**src/rtl/mem_access_ctrl.sv**
```systemverilog
// MEM-stage data-memory sequencer: req/gnt/rvalid bus handshake, pipeline freeze and MEMWB bubble.
// Define MEM_ACCESS_CTRL_TIMEOUT_EN to abort accesses that exceed TIMEOUT_CYC cycles in REQ+RESP.
module mem_access_ctrl #(
    parameter int unsigned TIMEOUT_CYC = 255,
    parameter int unsigned CNT_W       = 8
) (
    input  logic        clk,
    input  logic        rst,
    input  logic        valid_i,
    input  logic        mem_read_i,
    input  logic        mem_write_i,
    input  logic [31:0] addr_i,
    input  logic [31:0] wdata_i,
    input  logic [3:0]  wstrb_i,
    output logic        bus_req_o,
    output logic        bus_we_o,
    output logic [31:0] bus_addr_o,
    output logic [31:0] bus_wdata_o,
    output logic [3:0]  bus_wstrb_o,
    input  logic        bus_gnt_i,
    input  logic        bus_rvalid_i,
    input  logic [31:0] bus_rdata_i,
    output logic        stall_o,
    output logic        memwb_bubble_o,
    output logic [31:0] mem_rdata_o,
    output logic        fault_o
);
    typedef enum logic [1:0] {IDLE, REQ, RESP, DONE} state_e;

    state_e      state_q, state_d;
    logic        bus_req_q, bus_req_d;
    logic        bus_we_q, bus_we_d;
    logic [31:0] bus_addr_q, bus_addr_d;
    logic [31:0] bus_wdata_q, bus_wdata_d;
    logic [3:0]  bus_wstrb_q, bus_wstrb_d;
    logic [31:0] mem_rdata_q, mem_rdata_d;
    logic        access_c;

    if (CNT_W < 32 && TIMEOUT_CYC >= (32'd1 << CNT_W)) begin : g_cnt_w_check
        $error("CNT_W is too narrow to hold TIMEOUT_CYC");
    end

    assign access_c = valid_i & (mem_read_i | mem_write_i);

`ifdef MEM_ACCESS_CTRL_TIMEOUT_EN
    logic [CNT_W-1:0] cnt_q, cnt_d;
    logic             fault_q, fault_d;
    logic             done_c;
    logic             abort_c;

    // Completion beats expiry when both land in the same cycle.
    assign done_c  = ((state_q == REQ) & bus_gnt_i & (bus_we_q | bus_rvalid_i)) |
                     ((state_q == RESP) & bus_rvalid_i);
    assign abort_c = ((state_q == REQ) | (state_q == RESP)) &
                     (cnt_q == CNT_W'(TIMEOUT_CYC - 1)) & ~done_c;
`endif

    always_comb begin
        state_d     = state_q;
        bus_req_d   = bus_req_q;
        bus_we_d    = bus_we_q;
        bus_addr_d  = bus_addr_q;
        bus_wdata_d = bus_wdata_q;
        bus_wstrb_d = bus_wstrb_q;
        mem_rdata_d = mem_rdata_q;
`ifdef MEM_ACCESS_CTRL_TIMEOUT_EN
        cnt_d       = cnt_q;
        fault_d     = 1'b0;
`endif
        case (state_q)
            IDLE: begin
                if (access_c) begin
                    // A simultaneous read+write request is treated as a store.
                    bus_req_d   = 1'b1;
                    bus_we_d    = mem_write_i;
                    bus_addr_d  = addr_i;
                    bus_wdata_d = wdata_i;
                    bus_wstrb_d = mem_write_i ? wstrb_i : 4'h0;
                    state_d     = REQ;
`ifdef MEM_ACCESS_CTRL_TIMEOUT_EN
                    cnt_d       = '0;
`endif
                end
            end
            REQ: begin
`ifdef MEM_ACCESS_CTRL_TIMEOUT_EN
                cnt_d = cnt_q + CNT_W'(1);
`endif
                if (bus_gnt_i) begin
                    bus_req_d = 1'b0;
                    if (bus_we_q) begin
                        state_d = DONE;
                    end else if (bus_rvalid_i) begin
                        mem_rdata_d = bus_rdata_i;
                        state_d     = DONE;
                    end else begin
                        state_d = RESP;
                    end
                end
            end
            RESP: begin
`ifdef MEM_ACCESS_CTRL_TIMEOUT_EN
                cnt_d = cnt_q + CNT_W'(1);
`endif
                if (bus_rvalid_i) begin
                    mem_rdata_d = bus_rdata_i;
                    state_d     = DONE;
                end
            end
            default: state_d = IDLE;
        endcase
`ifdef MEM_ACCESS_CTRL_TIMEOUT_EN
        if (abort_c) begin
            bus_req_d   = 1'b0;
            mem_rdata_d = 32'h0;
            fault_d     = 1'b1;
            state_d     = DONE;
        end
`endif
    end

    always_ff @(posedge clk or posedge rst) begin
        if (rst) begin
            state_q     <= IDLE;
            bus_req_q   <= 1'b0;
            bus_we_q    <= 1'b0;
            bus_addr_q  <= 32'h0;
            bus_wdata_q <= 32'h0;
            bus_wstrb_q <= 4'h0;
            mem_rdata_q <= 32'h0;
        end else begin
            state_q     <= state_d;
            bus_req_q   <= bus_req_d;
            bus_we_q    <= bus_we_d;
            bus_addr_q  <= bus_addr_d;
            bus_wdata_q <= bus_wdata_d;
            bus_wstrb_q <= bus_wstrb_d;
            mem_rdata_q <= mem_rdata_d;
        end
    end

`ifdef MEM_ACCESS_CTRL_TIMEOUT_EN
    always_ff @(posedge clk or posedge rst) begin
        if (rst) begin
            cnt_q   <= '0;
            fault_q <= 1'b0;
        end else begin
            cnt_q   <= cnt_d;
            fault_q <= fault_d;
        end
    end

    assign fault_o = fault_q;
`else
    assign fault_o = 1'b0;
`endif

    // Freeze is combinational so the first access cycle already holds the pipeline.
    assign stall_o        = ~rst & (((state_q == IDLE) & access_c) |
                                    (state_q == REQ) | (state_q == RESP));
    assign memwb_bubble_o = stall_o;

    assign bus_req_o   = bus_req_q;
    assign bus_we_o    = bus_we_q;
    assign bus_addr_o  = bus_addr_q;
    assign bus_wdata_o = bus_wdata_q;
    assign bus_wstrb_o = bus_wstrb_q;
    assign mem_rdata_o = mem_rdata_q;
endmodule

```
**config.mk**
```make
export PLATFORM = sky130hd
export DESIGN_NAME = mem_access_ctrl
export DESIGN_NICKNAME = d
export VERILOG_FILES = /design/src/rtl/mem_access_ctrl.sv
export SDC_FILE = /design/constraint.sdc
export NUM_CORES = 1
export LEC_CHECK = 0
export CAP_MARGIN = 10
export CORE_ASPECT_RATIO = 1.2
export CORE_MARGIN = 1
export CORE_UTILIZATION = 41
export DETAILED_ROUTE_END_ITERATION = 8
export PLACE_DENSITY_LB_ADDON = 0.05
export SLEW_MARGIN = 5
export SYNTH_ARGS = -nofsm -noshare
export SYNTH_HDL_FRONTEND = slang
export SYNTH_SLANG_ARGS = --single-unit
```
**constraint.sdc**
```tcl
create_clock -name clk -period 3.4 [get_ports clk]
set_input_delay 0.34 -clock clk [delete_from_list [all_inputs] [get_ports clk]]
set_output_delay 0.34 -clock clk [all_outputs]
set_load 0.02 [all_outputs]
```
==> key figures, run 1 <==
Clock network
  • Setup bufs post-CTS: 0
  • CTS root buf: clkbuf_16
  • Deepest clock path buffer count: 2
  • Reg clk slew, reported paths: 60 ps
  • PostCTS Resize Cnt: 0
  • CTS buffer count: 9
  • # hold bufs at CTS: 0
  • Htree depth: 3
  • CTS sink cnt: 104
  • Clk_lat worst skew: 340 ps
  • CTS tree: yes

Die
  • Num ports: 212
  • Die width: 96.4 um
  • Starting Density: 41.9%
  • Row cnt: 41
  • CORE AREA: 10500 um2
  • DIE AREA: 11100 um2
  • Chip Height: 115 um

STA
  • Setup TNS: 0 ps
  • Fmax: 0.414 GHz
  • Final Cycle Share: just over 70%
  • Slew of the pin with the lowest slew margin: 554 ps
  • RSZ-0062 raised after global routing: no
  • Minimum clock period: 2420 ps
  • Final Setup Violations: 0
  • Min Hold Slack: 434 ps
  • Clk_skew: around 3.6 ps
  • Max-slew violation count: 0
  • Final Hold Viols: 0
  • Slew headroom: between 60% and 70%

Yosys
  • Cells after Synth: 253
  • Mapped Area: 4390 um2
  • Sequential fraction of the synthesis area: 59.3%
  • Syn Area/Cell: 17.3 um2
  • Syn Nets: 364
  • YS warnings: 0
  • Yosys reg bits: 104
  • Count of cell types in the netlist: 22

Power and ir drop
  • VDD IR max: 0.551 mV
  • Leakage power: 3.18 nW
  • Pwr per Cell Area: 997 nW/um2

Route
  • Drt first pass iters: 4
  • Via/cell ratio: 4.69
  • DRT iter0 DRCs: 67
  • Via count: 2800
  • Final WL: 9700 um
  • Wire per inst: 16.2 um
  • Post-DRT Antenna Nets: 0
  • DRC: 0

GRT
  • Vias in the first global route: between 2000 and 3000
  • Largest net degree at the start of global routing: 74
  • First-pass GRT wire length: approximately 15000 um
  • Global route overflow: 0
  • Initial antenna violation count: 0
  • GRT Total Usage: 17.7%

Worst setup path
  • Worst R2R Start: state_q[1]
  • Critical Path Source Type: register
  • CP Data Required Time: 3060 ps
  • Crit path from: state_q[0]
  • Crit-path max FO: 4
  • CP Class: register to output pin
  • CP arrival: 2080 ps
  • Critical path capture point type: output pin

Flow run
  • Max cap viols: 0

Placement
  • # port buffers: 210
  • Hpwl dp: 6920 um
  • GPL Wtd Cong: 0.687

Run status
  • Status: finished, final reports clean

Finish
  • Layout cells sized above 1: 25.2%
  • P&R area growth vs syn: 56.2%
  • Antenna Cells: 0
  • Layout Nets: 577

Hold path
  • Worst min-delay path class: primary input to async pin
-- cells in the final DEF, fill, tap and decap left out, types with 2 or more instances in the layout --
master / count
dfrtp_1: 104
nand2_1: 9
o21ai_0: 5
buf_12: 2
ha_1: 4
mux2_4: 81
clkbuf_8: 2
nor2_1: 2
mux2_2: 16
clkdlybuf4s50_1: 210
a21oi_1: 2
buf_4: 3
inv_1: 5
clkbuf_16: 9
mux2_1: 2
-- cell families (layout without fill, tap and decap cells) --
family / Yosys count / count (layout) / synth area share [%]
adders and majority gates: 4 / 4 / 1.14
other: 1 / 1 / 0.0855
AOI/OAI and AO/OA: 12 / 12 / 2.08
and+or+nand+nor: 13 / 13 / 1.28
DFF: 104 / 104 / 59.3
buffers and inverters: 19 / 234 / 3.54
muxes: 100 / 100 / 32.6
-- registers in the layout (all words and copies together), names as in the netlist --
signal,cells
mem_rdata_o,32
state_q,2
bus_wstrb_o,4
bus_wdata_o,32
bus_addr_o,32
bus_req_o,1
bus_we_o,1
-- layout make-up --
class,count,area (um2)
multi-input cells,130,1640
fillers,809,3610
inverters,6,25.0
well taps,129,161
clock inverters,1,5.00
repair buffers,215,2160
clock buffers,12,256
flip-flops and latches,104,2600
-- through the flow --
step / util (%) / power, mW / worst slack (ps) / area (um2) / cells
2_1_floorplan: - / 4.35 / 328 / 4390 / 253
3_3_place_gp: 63.0 / 5.89 / 1020 / 6590 / 584
3_5_place_dp: 63.0 / 5.94 / 1010 / 6590 / 584
4_1_cts: 65.5 / 6.92 / 927 / 6850 / 597
5_1_grt: 65.5 / 7.22 / 830 / 6850 / 597
6_report: 65.5 / 6.83 / 984 / 6850 / 597
-- worst paths after layout --
kind | endpoint | slack (ps) | depth (start not counted)
max | stall_o | 980 | 5
min | bus_wstrb_o[1] | 430 | 2
max reg2reg | mem_rdata_o[16] | 1230 | 6
min reg2reg | bus_wstrb_o[2] | 490 | 2
max in group asynchronous | mem_rdata_o[4] | 2300 | 3
min in group clk | bus_wstrb_o[2] | 490 | 2
-- where the power goes --
| group | switching (mW) | internal [mW] | total [mW] |
|---|---|---|---|
| Combinational | 1.53 | 2.14 | 3.67 |
| Sequential | 0.352 | 1.88 | 2.23 |
| Clock | 0.411 | 0.523 | 0.934 |
-- metal layers --
metal,global-route usage [%],part of all wire (%),vias up
li1,-,-,1300
met3,5.95,9.4,12
met5,0,0,-
met1,22.6,42,1362
met4,8.24,1.8,0
met2,27.1,47,126
-- synth_stat cells --
cell        n  area (um2)
dfrtp_1   104        2600
mux2_4     81        1220
mux2_2     16         180
buf_6      10         113
nand2_1     9        33.8
inv_1       6        22.5
o21ai_0     5        25.0
ha_1        4        50.1
a21oi_1     2        10.0
buf_4       2        15.0
mux2_1      2        22.5
nor2_1      2        7.51
a222oi_1    1        10.0
a22o_1      1        8.76
and3b_1     1        8.76
buf_2       1        5.00
conb_1      1        3.75
mux2i_1     1        10.0
nor2b_1     1        6.26
o211ai_2    1        12.5
o21ai_2     1        8.76
o21ai_4     1        16.3
-- critical path, stage by stage, from the launching register on --
cell             delay, ps
dfrtp_1                410
inv_1                   90
ha_1                   260
o211ai_4               120
a21oi_1                220
clkdlybuf4s50_1        640
(Power assumes the default switching activity.)
==> inputs of run 2 (changes only) <==
- CORE_UTILIZATION: 41 -> 37
- clock period: 3.4 -> 2.1 ns (I/O delays scaled with it)
==> key figures, run 2 (synthesized netlist as in run 1, its figures left out) <==
Run status
  • Status: finished, final reports clean

Power and ir drop
  • Pwr per Cell Area: 1630 nW/um2 (+64%)
  • Leakage power: 3.21 nW (+1.2%)
  • Sequential power share: 31.5% (-1.1 points)
  • Int Power: 7.60 mW (+68%)
  • Net switching power figure: 3.77 mW (+64%)
  • Gate power share: 52.4% (-1.3 points)
  • VDD IR max: 0.628 mV (+14%)
  • Total power: 11.4 mW (+66%)
  • Clock power frac: 16.0% (+2.3 points)
  • Switching share of power: 33.1% (-0.49 points)

STA
  • Final Cycle Share: between 80% and 90%
  • Slew headroom: 64.5% (+1.5 points)
  • Fmax: 0.534 GHz
  • Final Setup Violations: 0 (unchanged)
  • Setup TNS: 0 ps (unchanged)
  • Final WS setup: 226 ps (-758 ps)
  • Max-slew violation count: 0 (unchanged)
  • Slew of the pin with the lowest slew margin: 531 ps (-23.2 ps)
  • RSZ-0062 raised after global routing: no
  • Final Hold Viols: 0 (unchanged)
  • Minimum clock period: 1870 ps
  • Clk_skew: 6.54 ps (+2.98 ps)

Worst setup path
  • Critical path capture point type: output pin
  • Critical Path Source Type: register
  • CP arrival: 1660 ps (-420 ps)
  • CP Data Required Time: 1890 ps (-1170 ps)
  • CP Class: register to output pin
  • Crit-path max FO: 4 (unchanged)

GRT
  • Largest net degree at the start of global routing: 74 (unchanged)
  • Global route overflow: 0 (unchanged)
  • Initial antenna violation count: 0 (unchanged)
  • Vias in the first global route: 2902 (+0.66%)
  • First-pass GRT wire length: 14600 um (-0.18%)
  • GRT Total Usage: 15.7% (-2.0 points)

Route
  • Via count: 2790 (-0.36%)
  • Final WL: 9720 um (+0.20%)
  • DRC: 0 (unchanged)
  • DRT iter0 DRCs: 46 (-31%)
  • Drt first pass iters: 4 (unchanged)
  • Post-DRT Antenna Nets: 0 (unchanged)
  • Wire per inst: 15.5 um (-4.8%)
  • Via/cell ratio: 4.44 (-5.3%)

Die
  • Num ports: 212 (unchanged)
  • Die width: 101 um (+5.2%)
  • Starting Density: 37.9% (-4.0 points)
  • DIE AREA: 12300 um2 (+11%)
  • Row cnt: 43 (+4.9%)
  • Chip Height: 121 um (+5.2%)
  • CORE AREA: 11600 um2 (+11%)

Clock network
  • Htree depth: 3 (unchanged)
  • CTS sink cnt: 104 (unchanged)
  • CTS tree: yes
  • CTS root buf: clkbuf_16
  • Deepest clock path buffer count: 2 (unchanged)
  • Setup bufs post-CTS: 0 (unchanged)
  • PostCTS Resize Cnt: 2 (+2)
  • CTS buffer count: 9 (unchanged)
  • # hold bufs at CTS: 0 (unchanged)
  • Reg clk slew, reported paths: 70 ps (about the same)
  • Clk_lat worst skew: 330 ps (about the same)

Finish
  • Antenna Cells: 0 (unchanged)
  • Layout Nets: 577 (unchanged)
  • Most frequent cells in the layout: 208 x clkdlybuf4s50_1, 104 x dfrtp_1, 81 x mux2_4, 16 x mux2_2
  • Most common cell after layout, fill and taps aside: clkdlybuf4s50_1
  • P&R area growth vs syn: 59.0%
  • Layout cells sized above 1: 26.1% (+0.90 points)

Flow run
  • Max cap viols: 0 (unchanged)

Placement
  • Hpwl dp: 6980 um (+0.91%)
  • Pre-CTS WS: 112 ps (-900 ps)
  • # port buffers: 210 (unchanged)
  • GPL Wtd Cong: 0.730 (+6.4%)

Hold path
  • Worst min-delay path class: primary input to async pin
run 2: changes by cell type in the layout (fill, tap and decap cells not counted), sizes merged:
| cell | previous run | this run |
|---|---|---|
| bufinv | 0 | 2 |
| clkdlybuf4s50 | 210 | 208 |
| inv | 6 | 5 |
| clkbuf | 12 | 14 |
| clkinvlp | 0 | 2 |
run 2: cell type report:
cell class / count / area [um2]
Fill cell: 920 / 4590
Multi-Input combinational cell: 130 / 1640
Timing Repair Buffer: 215 / 2180
Clock buffer: 12 / 256
Tap cell: 157 / 196
Sequential cell: 104 / 2600
Clock inverter: 4 / 76.3
Inverter: 6 / 26.3
run 2: path summary, 6_finish.rpt:
check                                     from               to  slack, ps  depth (start not counted)
worst min-delay path                       rst  mem_rdata_o[14]        300                          2
max in group asynchronous                  rst       state_q[0]       1200                          3
min in group clk                    wstrb_i[2]   bus_wstrb_o[2]        430                          3
worst max register to register      state_q[0]   bus_addr_o[23]        250                          5
worst min register to register  bus_wstrb_o[2]   bus_wstrb_o[2]        480                          2
worst max-delay path                state_q[0]   memwb_bubble_o        230                          5
run 2: power groups by stage:
stage | Combinational, mW | Clock, mW | Sequential, mW
4_1_cts | 6.05 | 1.89 | 3.59
5_1_grt | 6.29 | 1.95 | 3.71
2_1_floorplan | 2.22 | 0 | 4.83
3_5_place_dp | 6.03 | 0 | 3.61
3_3_place_gp | 5.98 | 0 | 3.58
6_report | 5.96 | 1.82 | 3.59
run 2: layer usage:
layer / global-route usage [%] / vias to the layer above / wire length [um]
li1: - / 1298 / -
met1: 20.0 / 1352 / 4070
met2: 24.1 / 125 / 4610
met3: 4.90 / 15 / 802
met4: 7.88 / 0 / 239
met5: 0 / - / 0
run 2: critical path, cell delays in order (launching register included):
cell	delay [ps]
dfrtp_1	410
inv_1	90
ha_1	270
o211ai_4	120
a21oi_1	230
clkbuf_2	210
run 2: per-stage QoR:
step	area, um2	util, %	hold slack, ps	cells
3_5_place_dp	6650	57.5	471	612
3_3_place_gp	6650	57.5	462	612
5_1_grt	6980	60.3	350	628
4_1_cts	6980	60.4	310	628
6_report	6980	60.3	302	628
2_1_floorplan	4390	-	346	253
==> inputs of run 3 (changes only) <==
- CORE_ASPECT_RATIO: 1.2 -> 2
==> key figures, run 3 (synthesized netlist as in run 1, its figures left out) <==
Run status
  • Status: finished, final reports clean

Route
  • DRC: 0 (unchanged)
  • Via count: 2837 (+1.7%)
  • Final WL: 10600 um (+9.3%)
  • Via/cell ratio: 4.63 (+4.2%)
  • Post-DRT Antenna Nets: 0 (unchanged)
  • DRT iter0 DRCs: 90 (+96%)
  • Wire per inst: 17.3 um (+12%)
  • Drt first pass iters: 4 (unchanged)

Finish
  • Antenna Cells: 0 (unchanged)
  • Multi-input combinational cell area: 1640 um2 (unchanged)
  • P&R area growth vs syn: 58.1%
  • Layout cells sized above 1: 26.3% (+0.21 points)
  • Layout Nets: 577 (unchanged)
  • Most frequent cells in the layout: 208 x clkdlybuf4s50_1, 104 x dfrtp_1, 81 x mux2_4, 16 x mux2_2
  • Most common cell after layout, fill and taps aside: clkdlybuf4s50_1
  • FF+latch area: 2600 um2 (unchanged)
  • Fillers: 972 (+5.7%)

Worst setup path
  • Critical path capture point type: output pin
  • Internal reg-to-reg setup slack: 240 ps (about the same)
  • CP cell instances: inv_1 -> ha_1 -> o211ai_4 -> a21oi_1 -> clkbuf_2
  • Largest delay contributor family on the critical path: flip-flops
  • CP Class: register to output pin
  • Worst R2R Start: state_q[0]
  • Crit-path max FO: 4 (unchanged)
  • Buffers & Inverters on Critical Path: 2 (unchanged)
  • CP arrival: 1660 ps (about the same)
  • Worst reg-to-reg path cell count: 5 (unchanged)
  • Critical Path Source Type: register
  • CP max stage delay: 410 ps (about the same)
  • CP Data Required Time: 1890 ps (about the same)
  • Crit-path slowest cell: dfrtp_1
  • R2r endpoint: bus_addr_o[24]

Clock network
  • CTS sink cnt: 104 (unchanged)
  • Deepest clock path buffer count: 2 (unchanged)
  • Clk_lat worst skew: 340 ps (about the same)
  • CTS buffer count: 9 (unchanged)
  • CTS root buf: clkbuf_16
  • CTS tree: yes
  • Reg clk slew, reported paths: 80 ps (about the same)
  • Htree depth: 3 (unchanged)

Die
  • Starting Density: 38.4% (+0.48 points)
  • Row cnt: 55 (+28%)
  • DIE AREA: 12300 um2 (+0.20%)
  • Num ports: 212 (unchanged)
  • Die width: 79.0 um (-22%)
  • Chip Height: 156 um (+29%)
  • CORE AREA: 11400 um2 (-1.2%)

GRT
  • Vias in the first global route: 3103 (+6.9%)
  • Initial antenna violation count: 0 (unchanged)
  • Global route overflow: 0 (unchanged)
  • Largest net degree at the start of global routing: 74 (unchanged)
  • First-pass GRT wire length: 16500 um (+13%)
  • GRT Total Usage: 17.9% (+2.2 points)

STA
  • Min Hold Slack: 342 ps (+39.4 ps)
  • Max-slew violation count: 0 (unchanged)
  • Fmax: 0.534 GHz (about the same)
  • Final Cycle Share: 89.2% (about the same)
  • Minimum clock period: 1870 ps (-1.70 ps)
  • Final Setup Violations: 0 (unchanged)
  • Setup TNS: 0 ps (unchanged)
  • Slew headroom: 65.8% (+1.3 points)
  • RSZ-0062 raised after global routing: no
  • Final Hold Viols: 0 (unchanged)
  • Clk_skew: 10.1 ps (+3.59 ps)
  • Slew of the pin with the lowest slew margin: 513 ps (-18.1 ps)

Power and ir drop
  • VDD IR max: 0.892 mV (+42%)
  • Leakage power: 3.20 nW (-0.35%)
  • Sequential power share: 31.7% (+0.2 points)
  • Int Power: 7.47 mW (-1.8%)
  • Switching share of power: 34.3% (+1.2 points)
  • Clock power frac: 15.4% (-0.6 points)
  • Net switching power figure: 3.90 mW (+3.5%)
  • Gate power share: 52.9% (+0.5 points)
  • Pwr per Cell Area: 1640 nW/um2 (+0.49%)

Placement
  • Hpwl dp: 7730 um (+11%)
  • GPL Wtd Cong: 0.736 (+0.71%)
  • # port buffers: 210 (unchanged)

Hold path
  • Worst min-delay path class: primary input to async pin

Flow run
  • Max cap viols: 0 (unchanged)
[run 3: routing by layer]
| metal | vias up | global-route usage (%) | part of all wire, % |
|---|---|---|---|
| met2 | 129 | 30.6 | 52 |
| met4 | 0 | 8.23 | 2.7 |
| met1 | 1395 | 20.3 | 37 |
| li1 | 1296 | - | - |
| met3 | 17 | 5.20 | 7.9 |
| met5 | - | 0 | 0 |
[run 3: power by group through the flow]
stage / Combinational [mW] / Sequential, mW / Clock (mW)
floorplan: 2.22 / 4.83 / 0
global placement: 6.02 / 3.58 / 0
detailed placement: 6.09 / 3.63 / 0
CTS: 6.10 / 3.61 / 1.81
global route: 6.33 / 3.73 / 1.88
finish: 6.01 / 3.60 / 1.75
[run 3: metrics by stage]
stage | total power, mW | instance area [um2] | util (%) | worst slack, ps | cells
after floorplan | 7.05 | 4390 | - | 224 | 253
after global placement | 9.60 | 6640 | 58.1 | 140 | 597
after detailed placement | 9.71 | 6640 | 58.1 | 130 | 597
after CTS | 11.5 | 6950 | 60.8 | 39.6 | 613
after global routing | 11.9 | 6940 | 60.7 | 68.4 | 613
final | 11.4 | 6940 | 60.7 | 228 | 613
[run 3: how the worst max path moves through the flow]
stage / endpoint / startpoint / cells after the start
final: stall_o / state_q[0] / 5
after global routing: stall_o / state_q[0] / 5
after CTS: stall_o / state_q[0] / 5
after detailed placement: stall_o / state_q[0] / 5
after global placement: stall_o / valid_i / 4
after floorplan: stall_o / state_q[0] / 7
[run 3: layout make-up]
cell class / instances / area share [%]
Sequential cell: 104 / 37.5
Tap cell: 142 / 2.56
Clock buffer: 10 / 3.44
Inverter: 6 / 0.379
Timing Repair Buffer: 215 / 31.4
Multi-Input combinational cell: 130 / 23.6
Clock inverter: 6 / 1.06
[run 3: worst register-to-register path: stages, from the launching register on]
cell and delay, ps:
dfrtp_1 400, inv_1 80, ha_1 270, o211ai_4 120
buf_12 410, mux2_2 470
[run 3: timing repair]
action,4_1_cts,5_1_grt
setup endpoints to repair,2,2
cloned,0,0
hold buffers,0,0
setup buffers,0,0
resized for setup,2,4
